### src/rtl/timer_pkg.sv
// -----------------------------------------------------------------------------
// timer_pkg
// Shared constants for the 4-digit timer: FSM state encoding, state width and
// the default timing parameters (10 MHz clock). The timer core reuses the
// defaults so both halves agree on tick rate.
// -----------------------------------------------------------------------------
package timer_pkg;

  localparam int STATE_W = 2;

  localparam logic [STATE_W-1:0] ST_IDLE  = 2'b00;
  localparam logic [STATE_W-1:0] ST_RUN   = 2'b01;
  localparam logic [STATE_W-1:0] ST_PAUSE = 2'b10;
  localparam logic [STATE_W-1:0] ST_LAP   = 2'b11;

  // 20 ms of stable level at 10 MHz.
  localparam int DEFAULT_DEBOUNCE_CYCLES = 200000;
  // 1 Hz count tick at 10 MHz.
  localparam int DEFAULT_PRESCALE        = 10000000;

endpackage

### src/rtl/btn_debounce.sv
// -----------------------------------------------------------------------------
// btn_debounce
// Conditions one raw asynchronous push-button: 2-flop synchroniser, stability
// counter, and a registered one-cycle pulse on an accepted 0->1 transition.
// Releases produce no pulse. Press appears 2 + DEBOUNCE_CYCLES + 1 edges after
// the first edge that samples raw high (raw held high throughout).
//
// Ports:
//   clk    in   system clock
//   rst    in   async active-high reset
//   raw    in   raw button level, active-high, asynchronous
//   press  out  one-cycle pulse per accepted press
// -----------------------------------------------------------------------------
module btn_debounce
  import timer_pkg::*;
#(
  parameter int DEBOUNCE_CYCLES = DEFAULT_DEBOUNCE_CYCLES
) (
  input  logic clk,
  input  logic rst,
  input  logic raw,
  output logic press
);

  // Counter only needs to reach DEBOUNCE_CYCLES-1; +1 keeps width >= 1.
  localparam int CW = $clog2(DEBOUNCE_CYCLES + 1);
  localparam logic [CW-1:0] CNT_LAST = CW'(DEBOUNCE_CYCLES - 1);

  logic          sync1_r;
  logic          sync2_r;
  logic          stable_r;
  logic          stable_d_r;
  logic          press_r;
  logic [CW-1:0] cnt_r;

  // Two-flop synchroniser for the asynchronous pad input.
  always_ff @(posedge clk or posedge rst) begin
    if (rst) begin
      sync1_r <= 1'b0;
      sync2_r <= 1'b0;
    end else begin
      sync1_r <= raw;
      sync2_r <= sync1_r;
    end
  end

  // Stability counter: a level is accepted only after DEBOUNCE_CYCLES
  // consecutive synced samples differing from the current stable level.
  always_ff @(posedge clk or posedge rst) begin
    if (rst) begin
      cnt_r    <= {CW{1'b0}};
      stable_r <= 1'b0;
    end else if (sync2_r == stable_r) begin
      cnt_r    <= {CW{1'b0}};
    end else if (cnt_r == CNT_LAST) begin
      cnt_r    <= {CW{1'b0}};
      stable_r <= sync2_r;
    end else begin
      cnt_r    <= cnt_r + CW'(1);
    end
  end

  // Rising-edge detect on the stable level, registered.
  always_ff @(posedge clk or posedge rst) begin
    if (rst) begin
      stable_d_r <= 1'b0;
      press_r    <= 1'b0;
    end else begin
      stable_d_r <= stable_r;
      press_r    <= stable_r & ~stable_d_r;
    end
  end

  assign press = press_r;

endmodule

### src/rtl/timer_ctrl.sv
// -----------------------------------------------------------------------------
// timer_ctrl
// Front-end control for the 4-digit timer. Debounces the three buttons, runs
// the IDLE/RUN/PAUSE/LAP state machine and produces the count-enable tick.
//
// Ports:
//   clk             in   system clock
//   rst             in   async active-high reset
//   btn_start_stop  in   raw button, active-high
//   btn_clear       in   raw button, active-high
//   btn_lap         in   raw button, active-high
//   tick            out  one-cycle count-enable pulse every PRESCALE cycles
//   clear           out  one-cycle pulse: timer core zeroes its digits
//   run             out  high in RUN or LAP
//   hold            out  high in LAP (display frozen, counting continues)
//   state           out  current FSM state (debug)
// -----------------------------------------------------------------------------
module timer_ctrl
  import timer_pkg::*;
#(
  parameter int DEBOUNCE_CYCLES = DEFAULT_DEBOUNCE_CYCLES,
  parameter int PRESCALE        = DEFAULT_PRESCALE
) (
  input  logic               clk,
  input  logic               rst,
  input  logic               btn_start_stop,
  input  logic               btn_clear,
  input  logic               btn_lap,
  output logic               tick,
  output logic               clear,
  output logic               run,
  output logic               hold,
  output logic [STATE_W-1:0] state
);

  localparam int PW = $clog2(PRESCALE);
  localparam logic [PW-1:0] PS_LAST = PW'(PRESCALE - 1);

  logic               ss_press_s;
  logic               cl_press_s;
  logic               lp_press_s;

  logic [STATE_W-1:0] state_r;
  logic [STATE_W-1:0] state_nxt_s;
  logic               clear_nxt_s;
  logic               run_nxt_s;
  logic               hold_nxt_s;

  logic               run_r;
  logic               hold_r;
  logic               clear_r;
  logic               tick_r;
  logic [PW-1:0]      ps_cnt_r;

  btn_debounce #(.DEBOUNCE_CYCLES(DEBOUNCE_CYCLES)) u_btn_ss (
    .clk   (clk),
    .rst   (rst),
    .raw   (btn_start_stop),
    .press (ss_press_s)
  );

  btn_debounce #(.DEBOUNCE_CYCLES(DEBOUNCE_CYCLES)) u_btn_cl (
    .clk   (clk),
    .rst   (rst),
    .raw   (btn_clear),
    .press (cl_press_s)
  );

  btn_debounce #(.DEBOUNCE_CYCLES(DEBOUNCE_CYCLES)) u_btn_lp (
    .clk   (clk),
    .rst   (rst),
    .raw   (btn_lap),
    .press (lp_press_s)
  );

  // State register plus the outputs registered from next-state, so every
  // output moves on the same edge as state.
  always_ff @(posedge clk or posedge rst) begin
    if (rst) begin
      state_r <= ST_IDLE;
      run_r   <= 1'b0;
      hold_r  <= 1'b0;
      clear_r <= 1'b0;
    end else begin
      state_r <= state_nxt_s;
      run_r   <= run_nxt_s;
      hold_r  <= hold_nxt_s;
      clear_r <= clear_nxt_s;
    end
  end

  // Next-state logic. Priority clear > start_stop > lap; an event that a
  // state ignores does not mask lower-priority events.
  always_comb begin
    state_nxt_s = state_r;
    clear_nxt_s = 1'b0;
    case (state_r)
      ST_IDLE: begin
        if (cl_press_s) begin
          clear_nxt_s = 1'b1;
        end else if (ss_press_s) begin
          state_nxt_s = ST_RUN;
        end else begin
          state_nxt_s = ST_IDLE;
        end
      end
      ST_RUN: begin
        if (ss_press_s) begin
          state_nxt_s = ST_PAUSE;
        end else if (lp_press_s) begin
          state_nxt_s = ST_LAP;
        end else begin
          state_nxt_s = ST_RUN;
        end
      end
      ST_LAP: begin
        if (ss_press_s) begin
          state_nxt_s = ST_PAUSE;
        end else if (lp_press_s) begin
          state_nxt_s = ST_RUN;
        end else begin
          state_nxt_s = ST_LAP;
        end
      end
      ST_PAUSE: begin
        if (cl_press_s) begin
          state_nxt_s = ST_IDLE;
          clear_nxt_s = 1'b1;
        end else if (ss_press_s) begin
          state_nxt_s = ST_RUN;
        end else begin
          state_nxt_s = ST_PAUSE;
        end
      end
      default: begin
        state_nxt_s = ST_IDLE;
      end
    endcase
  end

  // Output decode from next-state.
  always_comb begin
    run_nxt_s  = 1'b0;
    hold_nxt_s = 1'b0;
    case (state_nxt_s)
      ST_RUN: begin
        run_nxt_s  = 1'b1;
      end
      ST_LAP: begin
        run_nxt_s  = 1'b1;
        hold_nxt_s = 1'b1;
      end
      default: begin
        run_nxt_s  = 1'b0;
        hold_nxt_s = 1'b0;
      end
    endcase
  end

  // Prescaler: advances while run is high and holds in PAUSE so resume keeps
  // phase. A wrap on the edge that leaves run suppresses the tick so tick is
  // never seen with run low.
  always_ff @(posedge clk or posedge rst) begin
    if (rst) begin
      ps_cnt_r <= {PW{1'b0}};
      tick_r   <= 1'b0;
    end else if (clear_nxt_s || (state_r == ST_IDLE)) begin
      ps_cnt_r <= {PW{1'b0}};
      tick_r   <= 1'b0;
    end else if (run_r) begin
      if (ps_cnt_r == PS_LAST) begin
        ps_cnt_r <= {PW{1'b0}};
        tick_r   <= run_nxt_s;
      end else begin
        ps_cnt_r <= ps_cnt_r + PW'(1);
        tick_r   <= 1'b0;
      end
    end else begin
      tick_r   <= 1'b0;
    end
  end

  assign tick  = tick_r;
  assign clear = clear_r;
  assign run   = run_r;
  assign hold  = hold_r;
  assign state = state_r;

endmodule
### config.mk
export PLATFORM = sky130hd
export DESIGN_NAME = timer_ctrl
export DESIGN_NICKNAME = d
export VERILOG_FILES = /design/src/rtl/timer_pkg.sv /design/src/rtl/btn_debounce.sv /design/src/rtl/timer_ctrl.sv
export SDC_FILE = /design/constraint.sdc
export NUM_CORES = 1
export LEC_CHECK = 0
export ABC_AREA = 1
export BUFFER_PORTS_ARGS = -buffer_cell sky130_fd_sc_hd__buf_2
export CAP_MARGIN = 15
export CORE_MARGIN = 5
export CORE_UTILIZATION = 35
export CTS_BUF_LIST = sky130_fd_sc_hd__clkbuf_4 sky130_fd_sc_hd__clkbuf_8
export DETAILED_ROUTE_END_ITERATION = 8
export GPL_TIMING_DRIVEN = 0
export PLACE_DENSITY = 0.6
export SYNTH_ARGS = -nofsm -noshare
export SYNTH_HDL_FRONTEND = slang
export SYNTH_HIERARCHICAL = 1
export SYNTH_SLANG_ARGS = --single-unit
### constraint.sdc
create_clock -name clk -period 1.41 [get_ports clk]
set_input_delay 0.141 -clock clk [delete_from_list [all_inputs] [get_ports clk]]
set_output_delay 0.141 -clock clk [all_outputs]
set_load 0.05 [all_outputs]
==> impl_results.md <==
* Status: finished with violations
* Failing checks: setup timing
* Post-synthesis sequential area ratio at 46.3%
* Slew @ Worst Pin at 867 ps
* Synthesized flop and latch total at 99
* Crit start category: register
* Final wirelength at 11.3 mm
* Hold_ws at 356 ps
* Area Growth Syn to Fin at 19.0%
* Unrepaired setup endpoints after global routing: true
* Wirelength per Cell at 12.8 um
* Area leader, netlist: dfrtp_1
* Clock Root Buffer: clkbuf_8
* CP Data Arrival Time at 1870 ps
* Power Density at 812 nW/um2
* Worst endpoint required time at 1680 ps
* Chip height at 134 um
* Leak at 2.65 nW
* Maximum number of pins on one net before global-route repair at 31
* Cell variety after synth at 30
* Post-synth EDFFs at 0
* Setup Skew at 12.0 ps
* Cells after synthesis at 640
* CTS Buf Count at 9
* CP Capture Type: register
* Share of the synthesized area in the top cell type at 46.3%
* 1st-iter DRT viols at 263
* Dpl cells at 838
* Post-route ant nets at 0
* Max-cap violations at 0
* Period Utilization, post-route at 113%
* Reg2Reg Capture Point: ps_cnt_r[10]
* Max Freq at 625 MHz
* Path depth of the worst reg2reg path at 10
* Final Hold Fails at 0
* Slew Limit Fails at 0
* Async set or reset register ratio after synthesis at 100%
* Initial antenna violation count at 0
* Number of cell rows at 45
* Synth Flop Type: dfrtp_1
* Core outline area at 15100 um2
* I/O pin total at 11
* Ant. Diodes at 0
* Vias in the first global route at 4168
* # DRC at 0
* HP Start: u_btn_lp/sync1_r
* Port Buffer Count at 10
* Max_slew headroom at 42.1%
* Setup violators final at 20
* Syn_area_per_cell at 8.35 um2
* CP max FO at 3
* Commonest non-fill, non-tap cell in the layout: nand2_1
* Gr usage total at 13.5%
* Setup_tns at -2650 ps
* Max VDD drop at 0.462 mV
* Final worst slack at -190 ps
* Via/cell ratio at 4.65
* Final HPWL from detailed placement at 7.73 mm
* Synth Cell Area at 5350 um2
* First-pass GRT wire length at 19.5 mm
* Share of layout cells above drive strength 1 at 24.7%
* Clock-pin transition on the worst setup and hold timing paths at 100 ps
* FF-to-FF Start: ps_cnt_r[0]
* H-tree depth reported by CTS at 3
* Remaining Overflow, GRT at 0
* Hold Path Class: register to register
* Worst Hold Depth at 0
* Die Footprint at 17800 um2
* FF-to-FF setup slack at -190 ps
* Crit path kind: register to register
* Fin cells at 879
* Initial core utilization at 35.4%
* Post-layout minimum cycle time at 1600 ps
* Worst-Skew Late Latency at 380 ps
* Hold Path Sink: u_btn_lp/sync2_r
* Nets at 695
* CTS Sinks at 99
* YS warnings at 6
* RePlAce Congestion at 0.850
* Die Wd at 134 um
* Max clock buf depth at 2
* Most frequent cells in the layout: nand2_1, nor2_1, dfrtp_1, inv_1
* DR vias at 4084
* Dpl ws at -319 ps
* Net Count, Synth at 649
* CTS tree: built
* Detailed Routing Iterations Pass 1 at 4
* Top post-synthesis cells by area: dfrtp_1, nand2_1, nor2_1
==> power by group <==
group | total (mW) | switching, mW | leakage [nW] | internal (mW)
logic | 0.206 | 0.131 | 1.19 | 0.0758
clock network | 2.05 | 1.04 | 0.110 | 1.01
registers | 2.90 | 0.0355 | 1.35 | 2.87
==> worst max-delay path by stage <==
stage,start,cells after the start,end,slack [ps]
CTS,ps_cnt_r[0],12,ps_cnt_r[16],-210
finish,ps_cnt_r[0],10,ps_cnt_r[10],-190
global placement,ps_cnt_r[0],11,ps_cnt_r[16],-280
floorplan,ps_cnt_r[0],11,ps_cnt_r[16],-70
detailed placement,ps_cnt_r[0],11,ps_cnt_r[10],-320
global route,ps_cnt_r[0],12,ps_cnt_r[14],-300
==> timing repair <==
action / in CTS / in global routing
hold endpoints to repair: 72 / 11
gates cloned: 4 / 0
pin swaps: 6 / 8
setup buffers: 10 / 8
endpoints found under the setup margin: 44 / 73
gates resized for setup: 20 / 38
hold buffers: 4 / 1
==> area by class of cell <==
class | count | area [um2]
Buffer | 3 | 35.0
Clock buffer | 9 | 124
Clock inverter | 7 | 98.8
Fill cell | 1496 | 8730
Inverter | 75 | 282
Multi-Input combinational cell | 465 | 2820
Sequential cell | 99 | 2480
Tap cell | 188 | 235
Timing Repair Buffer | 33 | 284
==> cells in the mapped netlist, types with 2 or more instances <==
cell,number
nor3_1,13
buf_2,2
xnor2_1,20
nor2_4,19
inv_2,9
inv_1,66
nand4_1,14
nand2_4,8
nand3_1,34
nand2_2,13
nor2_2,23
a21oi_1,16
nand2_1,121
nor2_1,120
dfrtp_1,99
xor2_1,31
and2_1,2
ha_1,4
o21ai_0,8
nand3_2,8
==> stage by stage <==
step                total power, mW  utilization [%]  area (um2)
finish                         5.16             42.1        6360
global route                   5.41             42.1        6360
CTS                            5.23             40.6        6120
detailed placement             3.11             37.4        5640
global placement               3.10             37.4        5640
floorplan                      3.06                -        5360
==> cells by family after synthesis <==
group | after synthesis | synth area share [%]
XOR/XNOR | 52 | 8.66
buffers and inverters | 79 | 5.92
adder cells (fa/ha/maj) | 4 | 0.936
AND/OR/NAND/NOR | 379 | 35.4
flip-flops | 99 | 46.3
AO/OA/AOI/OAI | 27 | 2.69
==> registers in the layout, summed over array words and instances (netlist names), 2 cells and up <==
name	cells
ps_cnt_r	24
u_btn_cl/cnt_r	18
state	2
u_btn_lp/cnt_r	18
u_btn_ss/cnt_r	18
==> critical path, cell delays in order, from the launching register on <==
cell	delay, ps
dfrtp_1	370
ha_2	190
nand2_2	70
nor2_4	90
buf_4	130
nand2_2	60
inv_2	90
nand2_2	70
nor2_1	150
xnor2_1	210
nor2_4	60
==> layer usage <==
metal / up-vias / track usage, % / wire length, um
li1: 2083 / - / -
met1: 1937 / 17.1 / 5260
met4: 0 / 4.17 / 167
met3: 15 / 3.59 / 401
met5: - / 0 / 0
met2: 49 / 22.7 / 5430
No activity file was read; power rests on OpenSTA's default activity.
